===== config.mk =====
export PLATFORM = sky130hd
export DESIGN_NAME = moore_seq_det
export DESIGN_NICKNAME = d
export VERILOG_FILES = /design/src/rtl/moore_det_pkg.sv /design/src/rtl/moore_seq_next.sv /design/src/rtl/moore_seq_det.sv
export SDC_FILE = /design/constraint.sdc
export NUM_CORES = 1
export LEC_CHECK = 0
export BUFFER_PORTS_ARGS = -buffer_cell sky130_fd_sc_hd__clkbuf_2
export CAP_MARGIN = 20
export CELL_PAD_IN_SITES_DETAIL_PLACEMENT = 1
export CELL_PAD_IN_SITES_GLOBAL_PLACEMENT = 1
export CORE_UTILIZATION = 39
export CTS_CLUSTER_SIZE = 20
export DETAILED_ROUTE_END_ITERATION = 10
export PLACE_DENSITY_LB_ADDON = 0.1
export SYNTH_ARGS = -nofsm -noshare
export SYNTH_HDL_FRONTEND = slang
export SYNTH_HIERARCHICAL = 1
export SYNTH_SLANG_ARGS = --single-unit
export TNS_END_PERCENT = 30

===== constraint.sdc =====
create_clock -name clk -period 3.55 [get_ports clk]
set_input_delay 1.065 -clock clk [delete_from_list [all_inputs] [get_ports clk]]
set_output_delay 1.065 -clock clk [all_outputs]
set_load 0.03 [all_outputs]

===== src/rtl/moore_det_pkg.sv =====
// moore_det_pkg: shared definitions for the moore_seq_det serial pattern detector.
//   st_w(pat_w) : width of the matched-prefix state register, $clog2(pat_w+1)
//   DEF_PAT     : default pattern loaded at reset (1011, first bit is the MSB)
package moore_det_pkg;

  localparam logic [3:0] DEF_PAT = 4'b1011;

  function automatic int unsigned st_w(input int unsigned pat_w);
    return $clog2(pat_w + 1);
  endfunction

endpackage


===== src/rtl/moore_seq_next.sv =====
// moore_seq_next: combinational next-state function for the sequence detector.
// Returns the longest pattern prefix that is a suffix of (matched prefix ++ b).
// Ports:
//   pattern    in  PAT_W  detected pattern, bit PAT_W-1 is the first expected bit
//   state      in  SW     current matched-prefix length (PAT_W = MATCH)
//   b          in  1      incoming serial bit
//   overlap    in  1      1 = keep trailing prefix after MATCH, 0 = restart from S_0
//   next_state out SW     next matched-prefix length
module moore_seq_next
  import moore_det_pkg::*;
#(
  parameter int unsigned PAT_W = 4
) (
  input  logic [PAT_W-1:0]           pattern,
  input  logic [st_w(PAT_W)-1:0]     state,
  input  logic                       b,
  input  logic                       overlap,
  output logic [st_w(PAT_W)-1:0]     next_state
);

  localparam int unsigned SW = st_w(PAT_W);
  localparam logic [SW-1:0] MATCH_ST = SW'(PAT_W);

  always_comb begin
    logic [PAT_W-1:0] shv;
    int unsigned      k;
    int unsigned      j;
    logic             ok;
    logic             sbit;

    next_state = '0;
    shv        = '0;
    j          = 0;
    ok         = 1'b0;
    sbit       = 1'b0;

    // Non-overlapping mode forgets the completed match entirely.
    if (state == MATCH_ST) k = overlap ? PAT_W : 0;
    else                   k = 32'(state);

    // The seen sequence is pattern[first k bits] followed by b (length k+1).
    // Try every candidate length; the last one that fits is the longest.
    for (int unsigned l = 1; l <= PAT_W; l++) begin
      if (l <= k + 1) begin
        ok = 1'b1;
        for (int unsigned i = 0; i < PAT_W; i++) begin
          if (i < l) begin
            j = k + 1 - l + i;
            if (j == k) begin
              sbit = b;
            end else begin
              shv  = pattern >> (PAT_W - 1 - j);
              sbit = shv[0];
            end
            shv = pattern >> (PAT_W - 1 - i);
            if (sbit != shv[0]) ok = 1'b0;
          end
        end
        if (ok) next_state = SW'(l);
      end
    end
  end

endmodule


===== src/rtl/moore_seq_det.sv =====
// moore_seq_det: Moore serial sequence detector with a programmable PAT_W-bit
// pattern, selectable overlapping detection and an optional saturating counter.
// Build option: define MOORE_DET_COUNT_EN to compile in the detection counter;
// otherwise count is tied to 0 and no counter flops exist.
// Ports:
//   clk      in  1      rising-edge clock
//   reset    in  1      asynchronous active-low reset
//   en       in  1      x valid this cycle; state holds when low
//   x        in  1      serial data bit
//   overlap  in  1      1 = overlapping, 0 = non-overlapping detection
//   load     in  1      load pat_in and return to S_0 (x on this edge discarded)
//   pat_in   in  PAT_W  new pattern, MSB is first bit expected
//   z        out 1      match flag, high only in MATCH state
//   state    out SW     matched-prefix length (debug)
//   count    out CNT_W  saturating detection count
module moore_seq_det
  import moore_det_pkg::*;
#(
  parameter int unsigned      PAT_W   = 4,
  parameter logic [PAT_W-1:0] RST_PAT = PAT_W'(DEF_PAT),
  parameter int unsigned      CNT_W   = 8
) (
  input  logic                   clk,
  input  logic                   reset,
  input  logic                   en,
  input  logic                   x,
  input  logic                   overlap,
  input  logic                   load,
  input  logic [PAT_W-1:0]       pat_in,
  output logic                   z,
  output logic [st_w(PAT_W)-1:0] state,
  output logic [CNT_W-1:0]       count
);

  localparam int unsigned   SW       = st_w(PAT_W);
  localparam logic [SW-1:0] MATCH_ST = SW'(PAT_W);

  logic [SW-1:0]    state_q, state_d, nxt_state;
  logic [PAT_W-1:0] pat_q, pat_d;

  moore_seq_next #(
    .PAT_W(PAT_W)
  ) u_next (
    .pattern   (pat_q),
    .state     (state_q),
    .b         (x),
    .overlap   (overlap),
    .next_state(nxt_state)
  );

  always_comb begin
    state_d = state_q;
    pat_d   = pat_q;
    if (load) begin
      pat_d   = pat_in;
      state_d = '0;
    end else if (en) begin
      state_d = nxt_state;
    end
  end

  always_ff @(posedge clk or negedge reset) begin
    if (!reset) begin
      state_q <= '0;
      pat_q   <= RST_PAT;
    end else begin
      state_q <= state_d;
      pat_q   <= pat_d;
    end
  end

  assign z     = (state_q == MATCH_ST);
  assign state = state_q;

`ifdef MOORE_DET_COUNT_EN
  logic [CNT_W-1:0] count_q, count_d;

  // Counts every accepted edge that lands in MATCH, including MATCH->MATCH.
  always_comb begin
    count_d = count_q;
    if (!load && en && (nxt_state == MATCH_ST) && (count_q != '1))
      count_d = count_q + 1'b1;
  end

  always_ff @(posedge clk or negedge reset) begin
    if (!reset) count_q <= '0;
    else        count_q <= count_d;
  end

  assign count = count_q;
`else
  assign count = '0;
`endif

endmodule


==> metrics.txt, run 1 <==
clock insertion delay at the later pin of the skew report 0.25 ns; setup repair after global routing missed its margin yes; data arrival time at the worst-slack endpoint 3.92 ns; Min-Delay Path Class reg -> reg; largest net degree at the start of global routing 13; Final Wtd Congestion 0.775; clock tree root driver cell sky130_fd_sc_hd__clkbuf_4; maximum fanout along the worst path 4; total power draw 0.00133 W; via count of the first global-routing pass 1461; count of nets left with antenna violations after detail routing 0; Seq/Total Area, Yosys 12.7%; worst slack at placement -0.603 ns; overall track demand over capacity in global routing 24.1%; Tcrit/Tclk final 105%; area of the die 0.00385 sq mm; combinational family with the most area after synthesis adder cells; fraction of synthesized area in multiplexers 12.3%; maximum count of clock buffers along a single path 2; core footprint 0.00339 sq mm; adder and majority gate portion of the synthesized area 22.2%; Warnings, synthesis 6; number of buffers inserted for hold repair after clock tree synthesis 0; element type at the critical path start input port; max-slew violation count 0; run status finished with violations; Port Buf Inserts 13; Setup crit start overlap; clock skew after layout 0.000217 ns; xor-xnor portion of the synthesized cell area 8.71%; setup violators final 3; final routed wire length divided by cell count 15.4 microns; number of rows in the core area 21; reg-to-reg startpoint state[0]; violations in the final reports negative setup slack; wire length of the first global-routing pass 6690 microns; number of buffers created by CTS 3; initial antenna violation count 0; Pwr Density 700 mW/mm^2; met1 Track Usage GR 28.0%; DRC marker count from the first detailed-route iteration 36; number of sinks on the clock net 7; Clock H-tree levels 1; standby leakage power 0.940 nW; synthesized flop and latch total 7; met3 Resource Use GR 2.90%; Initial Utilization 41.5%; clock transition at the registers of the reported paths 0.05 ns; final net count 249; die extent in x 62.1 microns; wirelength, routed 3990 microns; Final Hold Viols 0; Simple-Gate Fraction of Synth Area 20.1%; detail-routed via count per cell 5.25; dpl hpwl 3290 microns; kind of end point of the critical path flip-flop; total DRC errors in the routed layout 0; Final Worst Setup Slack -0.194 ns; total gr overflow 0; WP data required 3.72 ns; most instantiated flip-flop cell in the synthesis netlist sky130_fd_sc_hd__dfrtp_1; Top Usage Layer GRT met2; met2 demand-to-capacity share in global routing 43.5%; maximum clock frequency 267 MHz; share of synthesized registers carrying an async set or reset 100%; worst hold margin 0.592 ns; number of iterations in the first detailed-routing pass 4; number of max-cap violations 0; fraction of final layout cells sized beyond drive strength 1 38.5%; area of the mapped netlist 0.00141 sq mm; Crit Path Class in -> reg; mean post-synth cell area 8.48 sq um; share of the synthesized area in compound gates (AO/OA/AOI/OAI) 14.4%; # diodes 0; CTS tree done; number of cells produced by synthesis 166; layout-stage area growth over the synthesis result 35.1%; post-layout min period 3.74 ns; peak ir drop on the vdd network 0.381 mV; worst hold start pat_q[2]; number of enable flip-flop cells after synthesis 0; IO Pins 22; count of different cell masters after synthesis 49; total number of vias 1361; DIE HEIGHT 62.1 microns
==> final cells by class <==
class,instances,area (sq um)
tap,46,57.6
multi-input combinational,141,1250
sequential,7,179
inverter,14,52.6
timing repair buffer,47,337
clock buffer,4,26.3
fill,403,1490
==> Yosys cell counts, types with 2 or more instances <==
master,instances,area [sq um]
sky130_fd_sc_hd__a211oi_1,2,15.0
sky130_fd_sc_hd__a21oi_1,7,35.0
sky130_fd_sc_hd__a31oi_1,2,12.5
sky130_fd_sc_hd__a32oi_1,2,17.5
sky130_fd_sc_hd__buf_4,8,60.1
sky130_fd_sc_hd__clkbuf_1,2,7.51
sky130_fd_sc_hd__dfrtp_1,4,100
sky130_fd_sc_hd__dfstp_2,3,78.8
sky130_fd_sc_hd__ha_1,25,313
sky130_fd_sc_hd__inv_1,13,48.8
sky130_fd_sc_hd__mux2_4,4,60.1
sky130_fd_sc_hd__mux2i_1,9,90.1
sky130_fd_sc_hd__nand2_1,12,45.0
sky130_fd_sc_hd__nand2b_1,2,12.5
sky130_fd_sc_hd__nand3_1,2,10.0
sky130_fd_sc_hd__nand3b_1,2,15.0
sky130_fd_sc_hd__nand4_1,2,12.5
sky130_fd_sc_hd__nor2_1,13,48.8
sky130_fd_sc_hd__nor2b_1,2,12.5
sky130_fd_sc_hd__nor3_1,3,15.0
sky130_fd_sc_hd__nor4_1,3,18.8
sky130_fd_sc_hd__nor4b_1,3,26.3
sky130_fd_sc_hd__o211a_1,2,20.0
sky130_fd_sc_hd__o21ai_0,2,10.0
sky130_fd_sc_hd__xnor2_1,8,70.1
sky130_fd_sc_hd__xor2_1,6,52.6
==> critical path: stages <==
cell	delay [ns]
sky130_fd_sc_hd__clkbuf_2	0.10
sky130_fd_sc_hd__o21ai_4	0.07
sky130_fd_sc_hd__buf_12	0.15
sky130_fd_sc_hd__xor2_4	0.20
sky130_fd_sc_hd__ha_4	0.20
sky130_fd_sc_hd__ha_4	0.27
sky130_fd_sc_hd__inv_2	0.05
sky130_fd_sc_hd__ha_4	0.15
sky130_fd_sc_hd__a211o_1	0.29
sky130_fd_sc_hd__nor4b_2	0.25
sky130_fd_sc_hd__nor3_2	0.09
sky130_fd_sc_hd__mux2i_1	0.20
sky130_fd_sc_hd__xnor2_1	0.11
sky130_fd_sc_hd__a311o_1	0.28
sky130_fd_sc_hd__a32oi_1	0.20
sky130_fd_sc_hd__mux2i_1	0.11
sky130_fd_sc_hd__nor2_1	0.14
==> per-layer routing <==
| metal | vias to the layer above | wire length (microns) | share of wire, % |
|---|---|---|---|
| met4 | 0 | 126 | 3.2 |
| met3 | 10 | 108 | 2.7 |
| li1 | 670 | - | - |
| met5 | - | 0 | 0 |
| met1 | 650 | 1630 | 41 |
| met2 | 31 | 2120 | 53 |
==> final timing paths <==
check	end	slack [ns]	depth (start not counted)
setup / recovery	state[0]	-0.19	17
hold / removal	pat_q[2]	0.59	1
max in group asynchronous	pat_q[3]	2.68	1
hold reg to reg	pat_q[2]	0.59	1
min in group asynchronous	pat_q[2]	0.64	1
setup reg to reg	state[0]	-0.08	19
==> flip-flops by register name (all words and copies together), names as in the netlist <==
register / count
pat_q: 4
state: 3
==> kinds of logic after synthesis <==
| kind of cell | after synthesis |
|---|---|
| AND/OR/NAND/NOR | 52 |
| XOR/XNOR | 14 |
| other | 1 |
| buffers and inverters | 25 |
| flip-flops | 7 |
| adder cells (fa/ha/maj) | 25 |
| multiplexers | 14 |
| AO/OA/AOI/OAI | 28 |
==> metrics by stage <==
stage | std cells | TNS (ns) | cell area, sq um | util (%)
floorplan | 173 | -0.117 | 1520 | -
global placement | 253 | -1.05 | 1810 | 53.5
detailed placement | 253 | -1.47 | 1810 | 53.5
CTS | 259 | -0.350 | 1900 | 55.9
global route | 259 | -0.934 | 1900 | 56.1
finish | 259 | -0.311 | 1900 | 56.1
==> power by group <==
part           internal (W)  switching [W]
Sequential        0.0000945      0.0000164
Clock             0.0000429      0.0000300
Combinational      0.000542       0.000606
==> cell usage in the layout, fill, tap and decap left out, types with 3 or more instances in the layout <==
cell type / n
sky130_fd_sc_hd__dfstp_2: 3
sky130_fd_sc_hd__inv_1: 11
sky130_fd_sc_hd__a21oi_1: 6
sky130_fd_sc_hd__ha_1: 19
sky130_fd_sc_hd__buf_4: 32
sky130_fd_sc_hd__clkbuf_4: 3
sky130_fd_sc_hd__xor2_1: 5
sky130_fd_sc_hd__dfrtp_1: 4
sky130_fd_sc_hd__nor2_1: 13
sky130_fd_sc_hd__mux2_4: 4
sky130_fd_sc_hd__conb_1: 8
sky130_fd_sc_hd__ha_4: 4
sky130_fd_sc_hd__xnor2_1: 7
sky130_fd_sc_hd__nand2_1: 11
sky130_fd_sc_hd__clkbuf_2: 13
sky130_fd_sc_hd__mux2i_1: 9
sky130_fd_sc_hd__inv_2: 3
==> repair_timing <==
action / in CTS / in global routing
resized for setup: 8 / 2
setup buffers: 2 / 0
pin swaps: 1 / 0
setup endpoints to repair: 3 / 3
(Power assumes the default switching activity.)
==> inputs of run 2 (changes only) <==
--- a/config.mk
+++ b/config.mk
@@ -9,6 +9,7 @@
 export CAP_MARGIN = 20
 export CELL_PAD_IN_SITES_DETAIL_PLACEMENT = 1
 export CELL_PAD_IN_SITES_GLOBAL_PLACEMENT = 1
+export CORE_ASPECT_RATIO = 1.5
 export CORE_UTILIZATION = 39
 export CTS_CLUSTER_SIZE = 20
 export DETAILED_ROUTE_END_ITERATION = 10
==> run 2 against run 1 <==
The run still ends with negative setup slack left. Via count grew 0.73%. Global-route usage hardly changed. Cell count is 3.5% lower. Die area up 0.13%. Clock power is 52% higher. Critical endpoint unchanged. Wire length up 9.3%. Highest routed layer unchanged. Total power up 4.0%.
==> metrics.txt, run 2 (synthesis results as in run 1) <==
final net count 244 (was 249); element type at the critical path start input port (unchanged); Final Worst Setup Slack -0.168 ns (was -0.194 ns); area after detailed placement 0.00179 sq mm (was 0.00181 sq mm); leading cell type in the layout, fill and taps excluded sky130_fd_sc_hd__buf_4 (unchanged); Tcrit/Tclk final 105% (about the same); peak ir drop on the vdd network 0.398 mV (was 0.381 mV); number of max-cap violations 0 (unchanged); register with the highest flop count pat_q (unchanged); Initial Utilization 41.2% (was 41.5%); overall track demand over capacity in global routing 24.0% (was 24.1%); detail-routed via count per cell 5.48 (was 5.25); DRC marker count from the first detailed-route iteration 4 (was 36); number of sinks on the clock net 7 (unchanged); clock skew after layout 0.00415 ns (was 0.000217 ns); Critical Path Slowest Stage Cell sky130_fd_sc_hd__a311o_1 (was sky130_fd_sc_hd__a211o_1); worst slack at placement -0.456 ns (was -0.603 ns); wirelength, routed 4360 microns (was 3990 microns); slew at the pin with the worst max-slew slack 0.803 ns; Slew HR 46.1%; Crit Path Class in -> reg (unchanged); kind of end point of the critical path flip-flop (unchanged); setup violators final 3 (unchanged); critical path buffer and inverter count 3 (unchanged); multi-input combinational cell area 0.00125 sq mm (about the same); violations in the final reports negative setup slack (unchanged); number of buffers created by CTS 3 (unchanged); setup fix buffers added after clock tree synthesis 0 (was 2); clock tree root driver cell sky130_fd_sc_hd__clkbuf_8 (was sky130_fd_sc_hd__clkbuf_4); layout-stage area growth over the synthesis result 33.1% (was 35.1%); fraction of final layout cells sized beyond drive strength 1 36.1% (was 38.5%); area of the die 0.00386 sq mm (was 0.00385 sq mm); largest net degree at the start of global routing 13 (unchanged); # diodes 0 (unchanged); Clock H-tree levels 1 (unchanged); fill count 421 (was 403); dpl hpwl 3690 microns (was 3290 microns); Storage cell area 179 sq um (unchanged); chain of cells forming the critical path clkbuf_2 -> o21ai_4 -> buf_12 -> xor2_4 -> ha_4 -> ha_4 -> inv_4 -> ha_4 -> a211o_1 -> nor4b_2 -> nor3_1 -> mux2i_1 -> xnor2_2 -> a311o_1 -> a32oi_2 -> mux2i_1 -> nor2_1 (was clkbuf_2 -> o21ai_4 -> buf_12 -> xor2_4 -> ha_4 -> ha_4 -> inv_2 -> ha_4 -> a211o_1 -> nor4b_2 -> nor3_2 -> mux2i_1 -> xnor2_1 -> a311o_1 -> a32oi_1 -> mux2i_1 -> nor2_1); stage delay of the slowest cell on the critical path 0.30 ns (was 0.29 ns); max-slew violation count 0 (unchanged); DIE HEIGHT 75.6 microns (was 62.1 microns); CTS tree done (unchanged); run status finished with violations (unchanged); core footprint 0.00342 sq mm (was 0.00339 sq mm); post-layout min period 3.72 ns (was 3.74 ns); maximum clock frequency 269 MHz (was 267 MHz); flip-flop count of the largest register, all copies and words added 4 (unchanged); number of iterations in the first detailed-routing pass 4 (unchanged); setup repair after global routing missed its margin yes (unchanged); final routed wire length divided by cell count 17.4 microns (was 15.4 microns); initial antenna violation count 0 (unchanged); Pwr Density 740 mW/mm^2 (was 700 mW/mm^2); total DRC errors in the routed layout 0 (unchanged); total gr overflow 0 (unchanged); total number of vias 1371 (was 1361); number of rows in the core area 26 (was 21); most used cell along the critical path sky130_fd_sc_hd__ha_4 (unchanged); data arrival time at the worst-slack endpoint 3.88 ns (was 3.92 ns); Min-Delay Path Class reg -> reg (unchanged); die extent in x 51.1 microns (was 62.1 microns); via count of the first global-routing pass 1459 (was 1461); WP data required 3.71 ns (was 3.72 ns); finished layout cell area 0.00187 sq mm (was 0.00190 sq mm); maximum count of clock buffers along a single path 2 (unchanged); count of nets left with antenna violations after detail routing 0 (unchanged); Port Buf Inserts 13 (unchanged); clock transition at the registers of the reported paths 0.04 ns (was 0.05 ns); IO Pins 22 (unchanged); Final Hold Viols 0 (unchanged); standby leakage power 0.921 nW (was 0.940 nW); clock insertion delay at the later pin of the skew report 0.23 ns (was 0.25 ns); Final Wtd Congestion 0.865 (was 0.775); leading cell types in the layout, fill and taps excluded 28 x sky130_fd_sc_hd__buf_4, 20 x sky130_fd_sc_hd__ha_1, 13 x sky130_fd_sc_hd__nor2_1, 13 x sky130_fd_sc_hd__clkbuf_2 (was 32 x sky130_fd_sc_hd__buf_4, 19 x sky130_fd_sc_hd__ha_1, 13 x sky130_fd_sc_hd__nor2_1, 13 x sky130_fd_sc_hd__clkbuf_2); wire length of the first global-routing pass 6750 microns (was 6690 microns); dominant delay contributor by cell family on the critical path compound AO/OA/AOI/OAI gates (unchanged); maximum fanout along the worst path 4 (unchanged)
[run 2: final timing paths]
check	start	endpoint	slack, ns	cells past startpoint
worst min register to register	pat_q[2]	pat_q[2]	0.55	1
min in group asynchronous	reset	state[2]	0.66	1
worst min-delay path	pat_q[2]	pat_q[2]	0.55	1
max in group asynchronous	reset	pat_q[1]	2.65	1
worst max register to register	state[1]	state[0]	-0.10	19
worst max-delay path	overlap	state[0]	-0.17	17
[run 2: area by class of cell]
cell class / instances / area share (%)
Tap cell: 42 / 2.81
Inverter: 14 / 2.94
Timing Repair Buffer: 42 / 15.8
Multi-Input combinational cell: 141 / 66.5
Clock buffer: 4 / 2.40
Sequential cell: 7 / 9.55
[run 2: timing repair]
action,4_1_cts,5_1_grt
pin swaps,4,3
setup endpoints to repair,3,3
gates resized for setup,5,3
hold endpoints to repair,0,0
hold buffers,0,0
[run 2: per-stage QoR]
stage	cells	util, %	power (W)	hold WS, ns	TNS [ns]
4_1_cts	250	54.2	0.00136	0.555	-0.213
5_1_grt	250	54.8	0.00150	0.586	-0.737
6_report	250	54.8	0.00139	0.551	-0.283
2_1_floorplan	173	-	0.000847	0.520	-0.117
3_5_place_dp	246	52.3	0.00120	0.550	-1.13
3_3_place_gp	246	52.3	0.00114	0.566	-0.762
[run 2: where the power goes]
part | total (W) | switching (W) | leakage (nW) | internal, W
registers | 0.000111 | 0.0000163 | 0.0844 | 0.0000948
clock network | 0.000111 | 0.0000334 | 0.0228 | 0.0000776
logic | 0.00116 | 0.000633 | 0.813 | 0.000530
total | 0.00139 | 0.000683 | 0.921 | 0.000702
[run 2: layer usage]
metal	up-vias	track usage, %	share of wire, %
met1	660	22.1	34
li1	654	-	-
met3	20	1.80	2.1
met5	-	0	0
met4	0	14.5	5.7
met2	37	49.7	58
==> inputs of run 3 (changes only) <==
--- a/config.mk
+++ b/config.mk
@@ -10,7 +10,7 @@
 export CELL_PAD_IN_SITES_DETAIL_PLACEMENT = 1
 export CELL_PAD_IN_SITES_GLOBAL_PLACEMENT = 1
 export CORE_ASPECT_RATIO = 1.5
-export CORE_UTILIZATION = 39
+export CORE_UTILIZATION = 40
 export CTS_CLUSTER_SIZE = 20
 export DETAILED_ROUTE_END_ITERATION = 10
 export PLACE_DENSITY_LB_ADDON = 0.1
==> constraint.sdc (replaced) <==
create_clock -name clk -period 3.8 [get_ports clk]
set_input_delay 1.14 -clock clk [delete_from_list [all_inputs] [get_ports clk]]
set_output_delay 1.14 -clock clk [all_outputs]
set_load 0.03 [all_outputs]
==> run 3 against run 2 <==
Sequential share of layout area decreased by 0.15 points. Design area increased by 1.6%. Total power down 12%. Largest cell class unchanged. Non-clock buffer count is the same. The flow now finishes without violations.
==> metrics.txt, run 3 (synthesis results as in run 1) <==
leading cell type in the layout, fill and taps excluded sky130_fd_sc_hd__buf_4 (unchanged); Pwr Density 642 mW/mm^2 (was 740 mW/mm^2); clock network fraction of total power 8.3% (was 8.0%); Combinational Power Share 83.2% (was 84.0%); maximum fanout along the worst path 3 (was 4); total gr overflow 0 (unchanged); DRC marker count from the first detailed-route iteration 12 (was 4); total DRC errors in the routed layout 0 (unchanged); run status finished clean (was finished with violations); maximum count of clock buffers along a single path 2 (unchanged); count of nets left with antenna violations after detail routing 0 (unchanged); number of iterations in the first detailed-routing pass 4 (unchanged); critical path buffer and inverter count 3 (unchanged); worst slack at placement -0.336 ns (was -0.456 ns); Clock H-tree levels 1 (unchanged); number of buffers created by CTS 3 (unchanged); Min-Delay Path Class reg -> reg (unchanged); Final TNS setup 0 ns (was -0.283 ns); chain of cells forming the critical path clkbuf_2 -> o21ai_4 -> buf_12 -> xor2_4 -> ha_2 -> ha_4 -> inv_1 -> ha_1 -> a211o_1 -> nor4b_2 -> nor3_1 -> mux2i_1 -> xnor2_1 -> a311o_1 -> a32oi_1 -> mux2i_1 -> nor2_1 (was clkbuf_2 -> o21ai_4 -> buf_12 -> xor2_4 -> ha_4 -> ha_4 -> inv_4 -> ha_4 -> a211o_1 -> nor4b_2 -> nor3_1 -> mux2i_1 -> xnor2_2 -> a311o_1 -> a32oi_2 -> mux2i_1 -> nor2_1); area of the die 0.00377 sq mm (was 0.00386 sq mm); number of sinks on the clock net 7 (unchanged); area after detailed placement 0.00171 sq mm (was 0.00179 sq mm); share of the core filled with cells 56.3% (was 54.8%); number of buffers inserted for hold repair after clock tree synthesis 0 (unchanged); number of max-cap violations 0 (unchanged); # diodes 0 (unchanged); dominant delay contributor by cell family on the critical path compound AO/OA/AOI/OAI gates (unchanged); fraction of final layout cells sized beyond drive strength 1 38.0% (was 36.1%); register with the highest flop count pat_q (unchanged); CTS tree done (unchanged); detail-routed via count per cell 5.32 (was 5.48); IO Pins 22 (unchanged); DIE HEIGHT 74.7 microns (was 75.6 microns); element type at the critical path start input port (unchanged); setup violators final 0 (was 3); worst hold margin 0.570 ns (was 0.551 ns); leading cell types in the layout, fill and taps excluded 27 x sky130_fd_sc_hd__buf_4, 17 x sky130_fd_sc_hd__ha_1, 13 x sky130_fd_sc_hd__nor2_1, 13 x sky130_fd_sc_hd__clkbuf_2, 13 x sky130_fd_sc_hd__inv_1 (was 28 x sky130_fd_sc_hd__buf_4, 20 x sky130_fd_sc_hd__ha_1, 13 x sky130_fd_sc_hd__nor2_1, 13 x sky130_fd_sc_hd__clkbuf_2); wirelength, routed 4300 microns (was 4360 microns); flip-flop count of the largest register, all copies and words added 4 (unchanged); total number of vias 1329 (was 1371); max-slew violation count 0 (unchanged); largest net degree at the start of global routing 13 (unchanged); clock insertion delay at the later pin of the skew report 0.22 ns (was 0.23 ns); stage delay of the slowest cell on the critical path 0.30 ns (about the same); Initial Utilization 41.6% (was 41.2%); share of total power consumed by net switching 49.3% (about the same); clock transition at the registers of the reported paths 0.04 ns (about the same); clock skew after layout 0.000853 ns (was 0.00415 ns); Cell Int Power 0.000620 W (was 0.000702 W); Final Wtd Congestion 0.809 (was 0.865); post-layout min period 3.78 ns; Final Hold Viols 0 (unchanged); WP data required 3.95 ns (was 3.71 ns); Slew HR 55.1% (was 46.1%); final net count 244 (unchanged); number of rows in the core area 26 (unchanged); Port Buf Inserts 13 (unchanged); Critical Path Slowest Stage Cell sky130_fd_sc_hd__a211o_1 (was sky130_fd_sc_hd__a311o_1); kind of end point of the critical path flip-flop (unchanged); dpl hpwl 3400 microns (was 3690 microns); Tcrit/Tclk final 99.5%; slew at the pin with the worst max-slew slack 0.670 ns (was 0.803 ns); layout-stage area growth over the synthesis result 35.2% (was 33.1%); setup repair after global routing missed its margin yes (unchanged); finished layout cell area 0.00190 sq mm (was 0.00187 sq mm); peak ir drop on the vdd network 0.348 mV (was 0.398 mV); via count of the first global-routing pass 1442 (was 1459); Final Worst Setup Slack 0.0188 ns (was -0.168 ns); data arrival time at the worst-slack endpoint 3.93 ns (was 3.88 ns); die extent in x 50.4 microns (was 51.1 microns); initial antenna violation count 0 (unchanged); Crit Path Class in -> reg (unchanged); part of the power in registers 8.6% (was 8.0%); final routed wire length divided by cell count 17.2 microns (was 17.4 microns); core footprint 0.00338 sq mm (was 0.00342 sq mm); maximum clock frequency 264 MHz; overall track demand over capacity in global routing 23.5% (was 24.0%); most used cell along the critical path sky130_fd_sc_hd__mux2i_1 (was sky130_fd_sc_hd__ha_4); wire length of the first global-routing pass 6590 microns (was 6750 microns); clock tree root driver cell sky130_fd_sc_hd__clkbuf_8 (unchanged); net switching power figure 0.000602 W (was 0.000683 W); standby leakage power 0.920 nW (was 0.921 nW)
-- run 3: cell type report --
class | count | area [sq um]
Clock buffer | 4 | 45.0
Fill cell | 422 | 1480
Inverter | 14 | 52.6
Multi-Input combinational cell | 141 | 1270
Sequential cell | 7 | 179
Tap cell | 42 | 52.6
Timing Repair Buffer | 42 | 299
-- run 3: layer usage --
metal / vias to the layer above / part of all wire (%) / track usage [%]
met2: 22 / 59 / 48.6
met4: 0 / 1.7 / 10.5
met1: 643 / 37 / 22.5
li1: 656 / - / -
met3: 8 / 1.8 / 2.63
met5: - / 0 / 0
-- run 3: path summary, 6_finish.rpt --
path,slack [ns],to,cells past startpoint,start
worst max-delay path,0.02,state[0],17,overlap
worst min-delay path,0.57,pat_q[2],1,pat_q[2]
worst max register to register,0.23,state[0],19,state[1]
worst min register to register,0.57,pat_q[2],1,pat_q[2]
max in group asynchronous,2.83,pat_q[3],1,reset
min in group asynchronous,0.74,state[1],1,reset
-- run 3: metrics by stage --
step           instances  power (W)
6_report             250    0.00122
5_1_grt              250    0.00131
4_1_cts              246    0.00116
3_5_place_dp         240    0.00104
3_3_place_gp         240    0.00100
2_1_floorplan        173   0.000779
-- run 3: power by group through the flow --
stage | sequential, W | combinational [W] | clock [W]
global route | 0.000107 | 0.00109 | 0.000109
floorplan | 0.000121 | 0.000659 | 0
finish | 0.000105 | 0.00102 | 0.000101
CTS | 0.000104 | 0.000948 | 0.000105
detailed placement | 0.000105 | 0.000940 | 0
global placement | 0.000105 | 0.000896 | 0
-- run 3: what timing repair did --
item                                    4_1_cts  5_1_grt
setup buffers                                 2        4
gates resized for setup                       2       13
pin swaps                                     1        7
hold endpoints to repair                      0        0
endpoints found under the setup margin        3        3
